### config.mk
export PLATFORM = sky130hd
export DESIGN_NAME = enc_mac_arbiter
export DESIGN_NICKNAME = d
export VERILOG_FILES = /design/src/rtl/enc_mac_arbiter_pkg.sv /design/src/rtl/enc_mac_lane.sv /design/src/rtl/enc_mac_arbiter.sv
export SDC_FILE = /design/constraint.sdc
export NUM_CORES = 2
export LEC_CHECK = 0
export CAP_MARGIN = 20
export CORE_AREA = 4 4 266 268
export CTS_BUF_LIST = sky130_fd_sc_hd__clkbuf_8
export CTS_CLUSTER_DIAMETER = 200
export DETAILED_ROUTE_END_ITERATION = 12
export DIE_AREA = 0 0 270 272
export SYNTH_ARGS = -nofsm -noshare
export SYNTH_HDL_FRONTEND = slang
export SYNTH_SLANG_ARGS = --single-unit
### constraint.sdc
create_clock -name clk_i -period 11.2 [get_ports clk_i]
set_input_delay 1.12 -clock clk_i [delete_from_list [all_inputs] [get_ports clk_i]]
set_output_delay 1.12 -clock clk_i [all_outputs]
set_load 0.1 [all_outputs]
### src/rtl/enc_mac_arbiter_pkg.sv
// Shared definitions for the two-requester encoder MAC arbiter: FSM encoding,
// requester ids and the default fixed-point fraction width.
package enc_mac_arbiter_pkg;

  typedef enum logic [1:0] {
    StIdle = 2'd0,
    StMac  = 2'd1,
    StDone = 2'd2
  } state_e;

  localparam logic ReqId0 = 1'b0;
  localparam logic ReqId1 = 1'b1;

  localparam int unsigned DefaultFrac = 8;

endpackage

### src/rtl/enc_mac_lane.sv
// One MAC lane: signed fixed-point multiply (truncating) plus wrapping accumulate,
// with a bias preload at grant time.
module enc_mac_lane
  import enc_mac_arbiter_pkg::*;
#(
  parameter int unsigned Bitsize = 16,
  parameter int unsigned Frac    = DefaultFrac
) (
  input  logic               clk_i,
  input  logic               rst_ni,
  input  logic               load_i,
  input  logic               en_i,
  input  logic [Bitsize-1:0] bias_i,
  input  logic [Bitsize-1:0] a_i,
  input  logic [Bitsize-1:0] b_i,
  output logic [Bitsize-1:0] acc_o
);

  // Full-width signed product, arithmetic shift by Frac, keep the low word.
  function automatic logic [Bitsize-1:0] fixed_point_multiply(input logic [Bitsize-1:0] a,
                                                              input logic [Bitsize-1:0] b);
    logic signed [2*Bitsize-1:0] a_ext;
    logic signed [2*Bitsize-1:0] b_ext;
    logic signed [2*Bitsize-1:0] prod;
    logic signed [2*Bitsize-1:0] shifted;
    a_ext   = $signed({{Bitsize{a[Bitsize-1]}}, a});
    b_ext   = $signed({{Bitsize{b[Bitsize-1]}}, b});
    prod    = a_ext * b_ext;
    shifted = prod >>> Frac;
    return shifted[Bitsize-1:0];
  endfunction

  function automatic logic [Bitsize-1:0] fixed_point_add(input logic [Bitsize-1:0] a,
                                                         input logic [Bitsize-1:0] b);
    return a + b;
  endfunction

  logic [Bitsize-1:0] acc_q;
  logic [Bitsize-1:0] acc_d;

  always_comb begin
    acc_d = acc_q;
    if (load_i) begin
      acc_d = bias_i;
    end else if (en_i) begin
      acc_d = fixed_point_add(acc_q, fixed_point_multiply(a_i, b_i));
    end
  end

  always_ff @(posedge clk_i or negedge rst_ni) begin
    if (!rst_ni) begin
      acc_q <= '0;
    end else begin
      acc_q <= acc_d;
    end
  end

  assign acc_o = acc_q;

endmodule

### src/rtl/enc_mac_arbiter.sv
// Round-robin sharing of an NOut-lane MAC array between two requesters; each grant
// computes y = W*x + b over NIn cycles and publishes a registered result.
module enc_mac_arbiter
  import enc_mac_arbiter_pkg::*;
#(
  parameter int unsigned Bitsize = 16,
  parameter int unsigned NIn     = 6,
  parameter int unsigned NOut    = 2,
  parameter int unsigned Frac    = DefaultFrac
) (
  input  logic                         clk_i,
  input  logic                         rst_ni,
  input  logic                         req0_i,
  input  logic [Bitsize*NIn-1:0]       x0_i,
  input  logic [Bitsize*NOut*NIn-1:0]  w0_i,
  input  logic [Bitsize*NOut-1:0]      b0_i,
  input  logic                         req1_i,
  input  logic [Bitsize*NIn-1:0]       x1_i,
  input  logic [Bitsize*NOut*NIn-1:0]  w1_i,
  input  logic [Bitsize*NOut-1:0]      b1_i,
  output logic                         gnt0_o,
  output logic                         gnt1_o,
  output logic                         done0_o,
  output logic                         done1_o,
  output logic [Bitsize*NOut-1:0]      y_o,
  output logic                         y_owner_o,
  output logic                         busy_o
);

  localparam int unsigned KW = 4;
  localparam logic [KW-1:0] KLast = KW'(NIn - 1);

  state_e                    state_q;
  logic [KW-1:0]             k_q;
  logic                      id_q;
  logic                      last_q;
  logic                      gnt0_q, gnt1_q;
  logic                      done0_q, done1_q;
  logic [Bitsize*NOut-1:0]   y_q;
  logic                      y_owner_q;

  logic                      elig0, elig1;
  logic                      grant_valid;
  logic                      grant_id;
  logic [Bitsize*NIn-1:0]    x_sel;
  logic [Bitsize*NOut*NIn-1:0] w_sel;
  logic [Bitsize*NOut-1:0]   b_sel;
  logic [Bitsize-1:0]        x_k;
  logic [Bitsize*NOut-1:0]   acc_flat;
  logic                      lane_en;

  // A requester whose done pulse is still high is masked so the other side gets a turn.
  always_comb begin
    elig0       = req0_i & ~done0_q;
    elig1       = req1_i & ~done1_q;
    grant_valid = (state_q == StIdle) & (elig0 | elig1);
    grant_id    = (elig0 & elig1) ? ~last_q : elig1;
  end

  // Operands are taken live from the owner's ports; the requester holds them while granted.
  always_comb begin
    x_sel = (id_q == ReqId1) ? x1_i : x0_i;
    w_sel = (id_q == ReqId1) ? w1_i : w0_i;
    b_sel = (grant_id == ReqId1) ? b1_i : b0_i;
    x_k   = x_sel[Bitsize*k_q +: Bitsize];
  end

  assign lane_en = (state_q == StMac);

  for (genvar i = 0; i < NOut; i++) begin : g_lane
    logic [Bitsize-1:0] w_ki;
    assign w_ki = w_sel[Bitsize*NOut*k_q + Bitsize*i +: Bitsize];

    enc_mac_lane #(
      .Bitsize(Bitsize),
      .Frac   (Frac)
    ) u_lane (
      .clk_i (clk_i),
      .rst_ni(rst_ni),
      .load_i(grant_valid),
      .en_i  (lane_en),
      .bias_i(b_sel[Bitsize*i +: Bitsize]),
      .a_i   (x_k),
      .b_i   (w_ki),
      .acc_o (acc_flat[Bitsize*i +: Bitsize])
    );
  end

  always_ff @(posedge clk_i or negedge rst_ni) begin
    if (!rst_ni) begin
      state_q   <= StIdle;
      k_q       <= '0;
      id_q      <= ReqId0;
      last_q    <= ReqId1;
      gnt0_q    <= 1'b0;
      gnt1_q    <= 1'b0;
      done0_q   <= 1'b0;
      done1_q   <= 1'b0;
      y_q       <= '0;
      y_owner_q <= 1'b0;
    end else begin
      done0_q <= 1'b0;
      done1_q <= 1'b0;
      unique case (state_q)
        StIdle: begin
          if (grant_valid) begin
            state_q <= StMac;
            k_q     <= '0;
            id_q    <= grant_id;
            last_q  <= grant_id;
            gnt0_q  <= (grant_id == ReqId0);
            gnt1_q  <= (grant_id == ReqId1);
          end
        end
        StMac: begin
          k_q <= k_q + 1'b1;
          if (k_q == KLast) begin
            state_q <= StDone;
          end
        end
        StDone: begin
          y_q       <= acc_flat;
          y_owner_q <= id_q;
          done0_q   <= (id_q == ReqId0);
          done1_q   <= (id_q == ReqId1);
          gnt0_q    <= 1'b0;
          gnt1_q    <= 1'b0;
          state_q   <= StIdle;
        end
        default: state_q <= StIdle;
      endcase
    end
  end

  assign gnt0_o    = gnt0_q;
  assign gnt1_o    = gnt1_q;
  assign done0_o   = done0_q;
  assign done1_o   = done1_q;
  assign y_o       = y_q;
  assign y_owner_o = y_owner_q;
  assign busy_o    = (state_q != StIdle);

endmodule

**Yosys cells after proc, flatten, opt, wreduce, memory -nomap -nowiden**

Index checks and enable logic that the tools add are counted.

- Register bits: 77
- Bits in latches: 0
- Memory bits (writable): 0
- ROM bits: 0
- Input bits: 644
- Output and inout bits: 38
- Logic and storage cells: 64
- Memories kept: 0

- $add $sub $neg: 4
- Multipliers: 2
- Div/mod/pow operators: 0
- Magnitude comparators: 0
- Eq/ne operators: 5
- Shift operators: 3
- Mux-type cells: 19
- Bitwise logic cells: 10
- Reduce and logical (&&, ||, !) cells: 9

Operator list:

| cell | count |
|---|---|
| 2-to-1 mux 192 bit | 1 |
| indexed part select 192 x 10 -> 16 bit | 1 |
| indexed part select 192 x 11 -> 16 bit | 1 |
| 2-to-1 mux 96 bit | 1 |
| indexed part select 96 x 9 -> 16 bit | 1 |
| 2-to-1 mux 16 bit | 4 |
| multiplier 16 x 16 -> 24 bit | 2 |
| adder 16 bit | 2 |
| 2-to-1 mux 32 bit | 1 |
| adder 9 x 5 -> 10 bit, second input constant | 1 |
| one-hot mux 4 bit (2 select lines) | 1 |
| AND reduction 2 bit | 4 |
| nonzero test 2 bit | 4 |
| 2-to-1 mux 1 bit | 5 |
| NOT 1 bit | 5 |
| adder 4 x 1 -> 4 bit, second input constant | 1 |
| bitwise AND 1 bit | 4 |
| equality test 4 x 3 -> 1 bit, second input constant | 1 |
| 2-to-1 mux 2 bit | 2 |
| 2-to-1 mux 4 bit | 1 |
| one-hot mux 1 bit (2 select lines) | 2 |
| one-hot mux 2 bit (2 select lines) | 1 |
| equality test 2 x 1 -> 1 bit, second input constant | 1 |
| equality test 2 bit, second input constant | 1 |
| other kinds (4) | 4 |

**Logic depth before layout (Yosys ltp)**

- Word-level depth: 7
- Mapped depth: 45
- Gate-level depth less buffers: 37

**Modules after synthesis**

Synthesis repeated with hierarchy kept, for this count alone.

- Cells, all modules: 2,609
- Area total of the unflattened synthesis: 24,394.6 µm²

Modules (own cells, without submodules):

| module | instances | cells an instance | area an instance (µm²) | sequential area each (µm²) |
|---|---|---|---|---|
| enc_mac_lane at g_lane[0].u_lane | 1 | 1,008 | 8,818.5 | 400.4 |
| enc_mac_lane at g_lane[1].u_lane | 1 | 1,000 | 8,769.7 | 400.4 |
| enc_mac_arbiter | 1 | 601 | 6,806.5 | 1,127.3 |

**Worst setup path after synthesis**

OpenSTA, ideal clock, no wires.

- Path type: flip-flop to flip-flop
- Start point: reg id_q
- End point: reg g_lane[0].u_lane.acc_q[15]
- Library setup time: 131 ps
- Data arrival time: 9,578 ps
- Data required time: 11,069 ps
- Setup slack: 1,490 ps
- Stages on the path, launching flop included: 43
- Path buffers: 8
- Clock period less this slack: 9,710 ps
- Path through: dfrtp_1 > buf_6 > buf_6 > buf_6 > buf_6 > buf_6 > buf_2 > buf_2 > mux4_2 > nand2_1 > a21oi_1 > a21oi_1 > clkbuf_1 > nor2_1 > fa_1 > inv_1 > fa_1 > fa_1 > (+7 left out) > a21o_1 > a21o_1 > a221o_1 > a21oi_1 > nand2_1 > a21o_1 > xor2_1 > ha_1 > inv_1 > nor2_1 > nor2_1 > o21ai_0 > o31a_1 > a31oi_1 > o21ai_0 > xnor3_1 > xnor2_1 > o21ai_1

- Cells in the longest elaborated chain, start to end: 6
- Elaborated cells between the ends (all ways): 8
- Classes of those cells: add/sub (1); mul (1); shift (2); mux (4)

RTL lines:

| item | line | RTL |
|---|---|---|
| from (decl) | enc_mac_arbiter.sv:35 | `logic id_q;` |
| from (signal assigned) | enc_mac_arbiter.sv:93 | `id_q <= ReqId0;` |
| from (signal assigned) | enc_mac_arbiter.sv:109 | `id_q <= grant_id;` |
| 2-to-1 mux 192 bit / 2-to-1 mux 96 bit (equally long branches) | enc_mac_arbiter.sv:63, enc_mac_arbiter.sv:62 |  |
| indexed part select 192 x 10 -> 16 bit / indexed part select 96 x 9 -> 16 bit (equally long branches) | enc_mac_arbiter.sv:72, enc_mac_arbiter.sv:65 |  |
| multiplier 16 x 16 -> 24 bit (*) | enc_mac_lane.sv:28 | `prod = a_ext * b_ext;` |
| adder 16 bit (*) | enc_mac_lane.sv:35 | `return a + b;` |
| 2-to-1 mux 16 bit (*) | enc_mac_lane.sv:45 | `end else if (en_i) begin` |
| 2-to-1 mux 16 bit (*) | enc_mac_lane.sv:43 | `if (load_i) begin` |
| to (signal assigned) | enc_mac_lane.sv:52 | `acc_q <= '0;` |
| to (signal assigned) | enc_mac_lane.sv:54 | `acc_q <= acc_d;` |
| to (decl) | enc_mac_lane.sv:38 | `logic [Bitsize-1:0] acc_q;` |

Every way passes the cells marked *; elsewhere a longest branch is shown, timed or not. The select of a mux whose other input is x is not followed.
A chain may end at the register's enable or synchronous reset.

**Worst setup path after layout**

- Start point: reg id_q
- End point: reg g_lane[1].u_lane.acc_q[15]

- Cells in the longest elaborated chain, start to end: 6
- Elaborated cells between the ends (all ways): 8
- Classes of those cells: add/sub (1); mul (1); shift (2); mux (4)

RTL lines:

| item | line |
|---|---|
| 2-to-1 mux 192 bit / 2-to-1 mux 96 bit (equally long branches) | enc_mac_arbiter.sv:63, enc_mac_arbiter.sv:62 |
| indexed part select 192 x 11 -> 16 bit / indexed part select 96 x 9 -> 16 bit (equally long branches) | enc_mac_arbiter.sv:72, enc_mac_arbiter.sv:65 |
| multiplier 16 x 16 -> 24 bit (*) | enc_mac_lane.sv:28 |
| adder 16 bit (*) | enc_mac_lane.sv:35 |
| 2-to-1 mux 16 bit (*) | enc_mac_lane.sv:45 |
| 2-to-1 mux 16 bit (*) | enc_mac_lane.sv:43 |
| to (signal assigned) | enc_mac_lane.sv:52 |
| to (signal assigned) | enc_mac_lane.sv:54 |
| to (decl) | enc_mac_lane.sv:38 |

Marked as above.

==> key figures <==
Logic synthesis
  – Mapped Cells: around 2600
  – Post-synth top flop: dfrtp_1
  – Yosys warning count: 0
  – Net Count, Synth: ~3800
  – Post-synth ARST share: between 90% and 100%
  – Synthesized area: approximately 24000 um2
  – Post-synthesis sequential area ratio: just under 8%
  – Count of cell types in the netlist: about 80
  – Post-synth EDFFs: 0
  – Synth area leader: fa_1
  – Yosys top cell area share: 30.81%
  – Mean Syn Cell Area: between 9 and 10 um2
  – Synth Register Bits: between 70 and 80
  – Area contributors post-synth: fa_1 31%, mux4_2 10%, ha_1 9.0%

Floorplanning
  – DIE HEIGHT: about 270 um
  – Die X: about 270 um
  – Std-Cell Rows: 96
  – Starting Density: around 36%
  – Die footprint: roughly 73000 um2
  – Area of the core: ~70000 um2
  – I/O pin count: roughly 700

Routing
  – Average wire per standard cell: approximately 25 um
  – Vias: approximately 22000
  – Drt first pass iters: 6
  – DRC Markers: 0
  – Via/cell ratio: 5.253
  – Total Wirelength: approximately 110 mm
  – Iter 0 DRT Violations: 1658
  – Final antenna-violating net count: 0

CTS
  – Depth of the CTS H-tree: 3
  – Clock Root Buffer: clkbuf_8
  – Clock Tree Buf Depth: 2
  – Num CTS Buffers: 9
  – Post-CTS Resized: 0
  – Reg clk slew, reported paths: approximately 0.08 ns
  – Clock insertion delay at the later pin of the skew report: 0.38 ns
  – CTS sink cnt: 77
  – CTS tree: done
  – Cts hold-fix bufs: 0
  – Number of setup buffers added after CTS: 0

Worst setup path
  – CP Launch Type: flop
  – Max stage delay cell, worst path: dfrtp_4
  – Crit-path most repeated cell: fa_1
  – Delay-heaviest family, CP: adder cells
  – Critical path buffers and inverters: 6
  – WS Path Type: flop to flop
  – CP arrival: between 10 and 15 ns
  – CP Capture Type: flop
  – Crit-path max FO: 29
  – Data required time of the critical path: 11.48 ns
  – Worst path max stage delay: 0.80 ns

Hold path
  – Hold crit path type: flop to flop

Timing
  – Hold Fails Final Rpt: 0
  – Tmin final: between 10 and 15 ns
  – Least-Margin Pin Slew: ~1.1 ns
  – Final count of pins violating max slew: 0
  – RSZ-0062 raised after global routing: no
  – Total negative slack: 0 ns
  – Period utilisation layout: between 90% and 100%
  – Final setup viols: 0
  – Relative slew slack: between 20% and 30%
  – Peak Freq: between 90 and 100 MHz
  – Setup Skew: between 0.015 and 0.02 ns
  – Fin Hold WS: 0.5138 ns

Layout
  – Layout area overhead: 33.74%
  – Share of cells above drive strength 1: between 10 and 15%
  – Final layout net count: 4473
  – Number of fill cells in the layout: between 6000 and 7000

GRT
  – Remaining Overflow, GRT: 0
  – Total track usage: 28.50%
  – Initial antenna violation count: 15
  – First-pass GRT wire length: 155.3 mm
  – Largest net degree at the start of global routing: 54
  – Vias in the first global route: approximately 23000

Run status
  – Outcome: finished clean

Placement
  – Port buffer count: between 600 and 700
  – Placer Congestion: ~0.99
  – DP Wirelength: 91.08 mm

Job
  – Max Cap Viol: 0
cell families after synthesis:
group / count (synthesis) / share of synthesized area [%]
muxes: 215 / 15.35
AOI/OAI and AO/OA: 283 / 8.206
xor gates and xnor gates: 98 / 3.676
adders and majority gates: 548 / 39.76
buffers and inverters: 629 / 10.76
DFF: 77 / 7.933
and+or+nand+nor: 782 / 14.31
cells in the mapped netlist, types with 50 or more instances:
| cell | n |
|---|---|
| nand2b_1 | 50 |
| nand2_1 | 268 |
| inv_1 | 489 |
| ha_1 | 174 |
| clkbuf_1 | 76 |
| xnor2_1 | 71 |
| mux2i_1 | 55 |
| fa_1 | 374 |
| nor2_1 | 294 |
| a21oi_1 | 80 |
| mux4_2 | 109 |
| dfrtp_1 | 76 |
registers in the layout (all words and copies together), names as in the netlist, 2 cells and up:
signal and count:
y_o 32, k_q 4, state_q 2, g_lane.u_lane.acc_o 32
cell type report:
type | count | area (um2) | share of cell area (%)
Timing Repair Buffer | 777 | 7572 | 23.30
Clock inverter | 7 | 96.34 | 0.2964
Clock buffer | 9 | 123.9 | 0.3811
Inverter | 490 | 1839 | 5.658
Sequential cell | 77 | 1939 | 5.966
Multi-Input combinational cell | 1926 | 19820 | 60.97
Tap cell | 882 | 1104 | 3.395
Antenna cell | 5 | 12.51 | 0.03849
path summary, 6_finish.rpt:
path / slack, ns / startpoint / depth (start not counted) / endpoint
worst max-delay path: 1.09 / id_q / 34 / g_lane[1].u_lane.acc_o[15]
worst min-delay path: 0.51 / y_o[27] / 1 / y_o[27]
worst max register to register: 1.09 / id_q / 34 / g_lane[1].u_lane.acc_o[15]
worst min register to register: 0.51 / y_o[27] / 1 / y_o[27]
max in group asynchronous: 9.52 / rst_ni / 2 / k_q[1]
min in group asynchronous: 0.63 / rst_ni / 1 / done1_o
placed cells by master (no fill, tap or decap), types with 14 or more instances in the layout:
cell type / synthesis / final
mux2i_1: 55 / 55
ha_1: 174 / 174
a21oi_1: 80 / 78
and2_1: 21 / 21
nand2b_1: 50 / 49
mux4_2: 109 / 109
o21a_1: 15 / 14
fa_1: 374 / 374
xor2_1: 24 / 24
inv_1: 489 / 489
nand2_1: 268 / 268
a211oi_1: 23 / 23
nor2_1: 294 / 294
xnor2_1: 71 / 71
nor2b_1: 35 / 31
or3_1: 34 / 34
dfrtp_1: 76 / 71
a21o_1: 18 / 18
clkdlybuf4s50_1: 0 / 680
mux2_2: 41 / 41
nor3_1: 16 / 16
a31oi_1: 30 / 29
or2_2: 23 / 23
o21ai_0: 26 / 25
buf_4: 9 / 94
through the flow:
step / area [um2] / utilization [%] / setup slack [ns] / instances
after global placement: 32270 / 47.22 / 0.9042 / 4152
after detailed placement: 32270 / 47.22 / 0.8447 / 4152
after floorplan: 24300 / - / 1.490 / 2632
after CTS: 32490 / 47.54 / 1.115 / 4168
after global routing: 32500 / 47.56 / 0.5215 / 4173
final: 32500 / 47.56 / 1.089 / 4173
routing by layer:
layer | track usage [%] | vias up | wire, um | share of wire, %
met5 | 0 | - | 117 | 0.11
met4 | 11.34 | 16 | 5199 | 4.9
met3 | 6.457 | 174 | 9193 | 8.7
met2 | 46.88 | 1027 | 48660 | 46
met1 | 36.55 | 10910 | 42350 | 40
li1 | - | 9789 | - | -
Power is not shown: default switching activity piles up to over one toggle a cycle in this logic, so the estimate is an artifact.
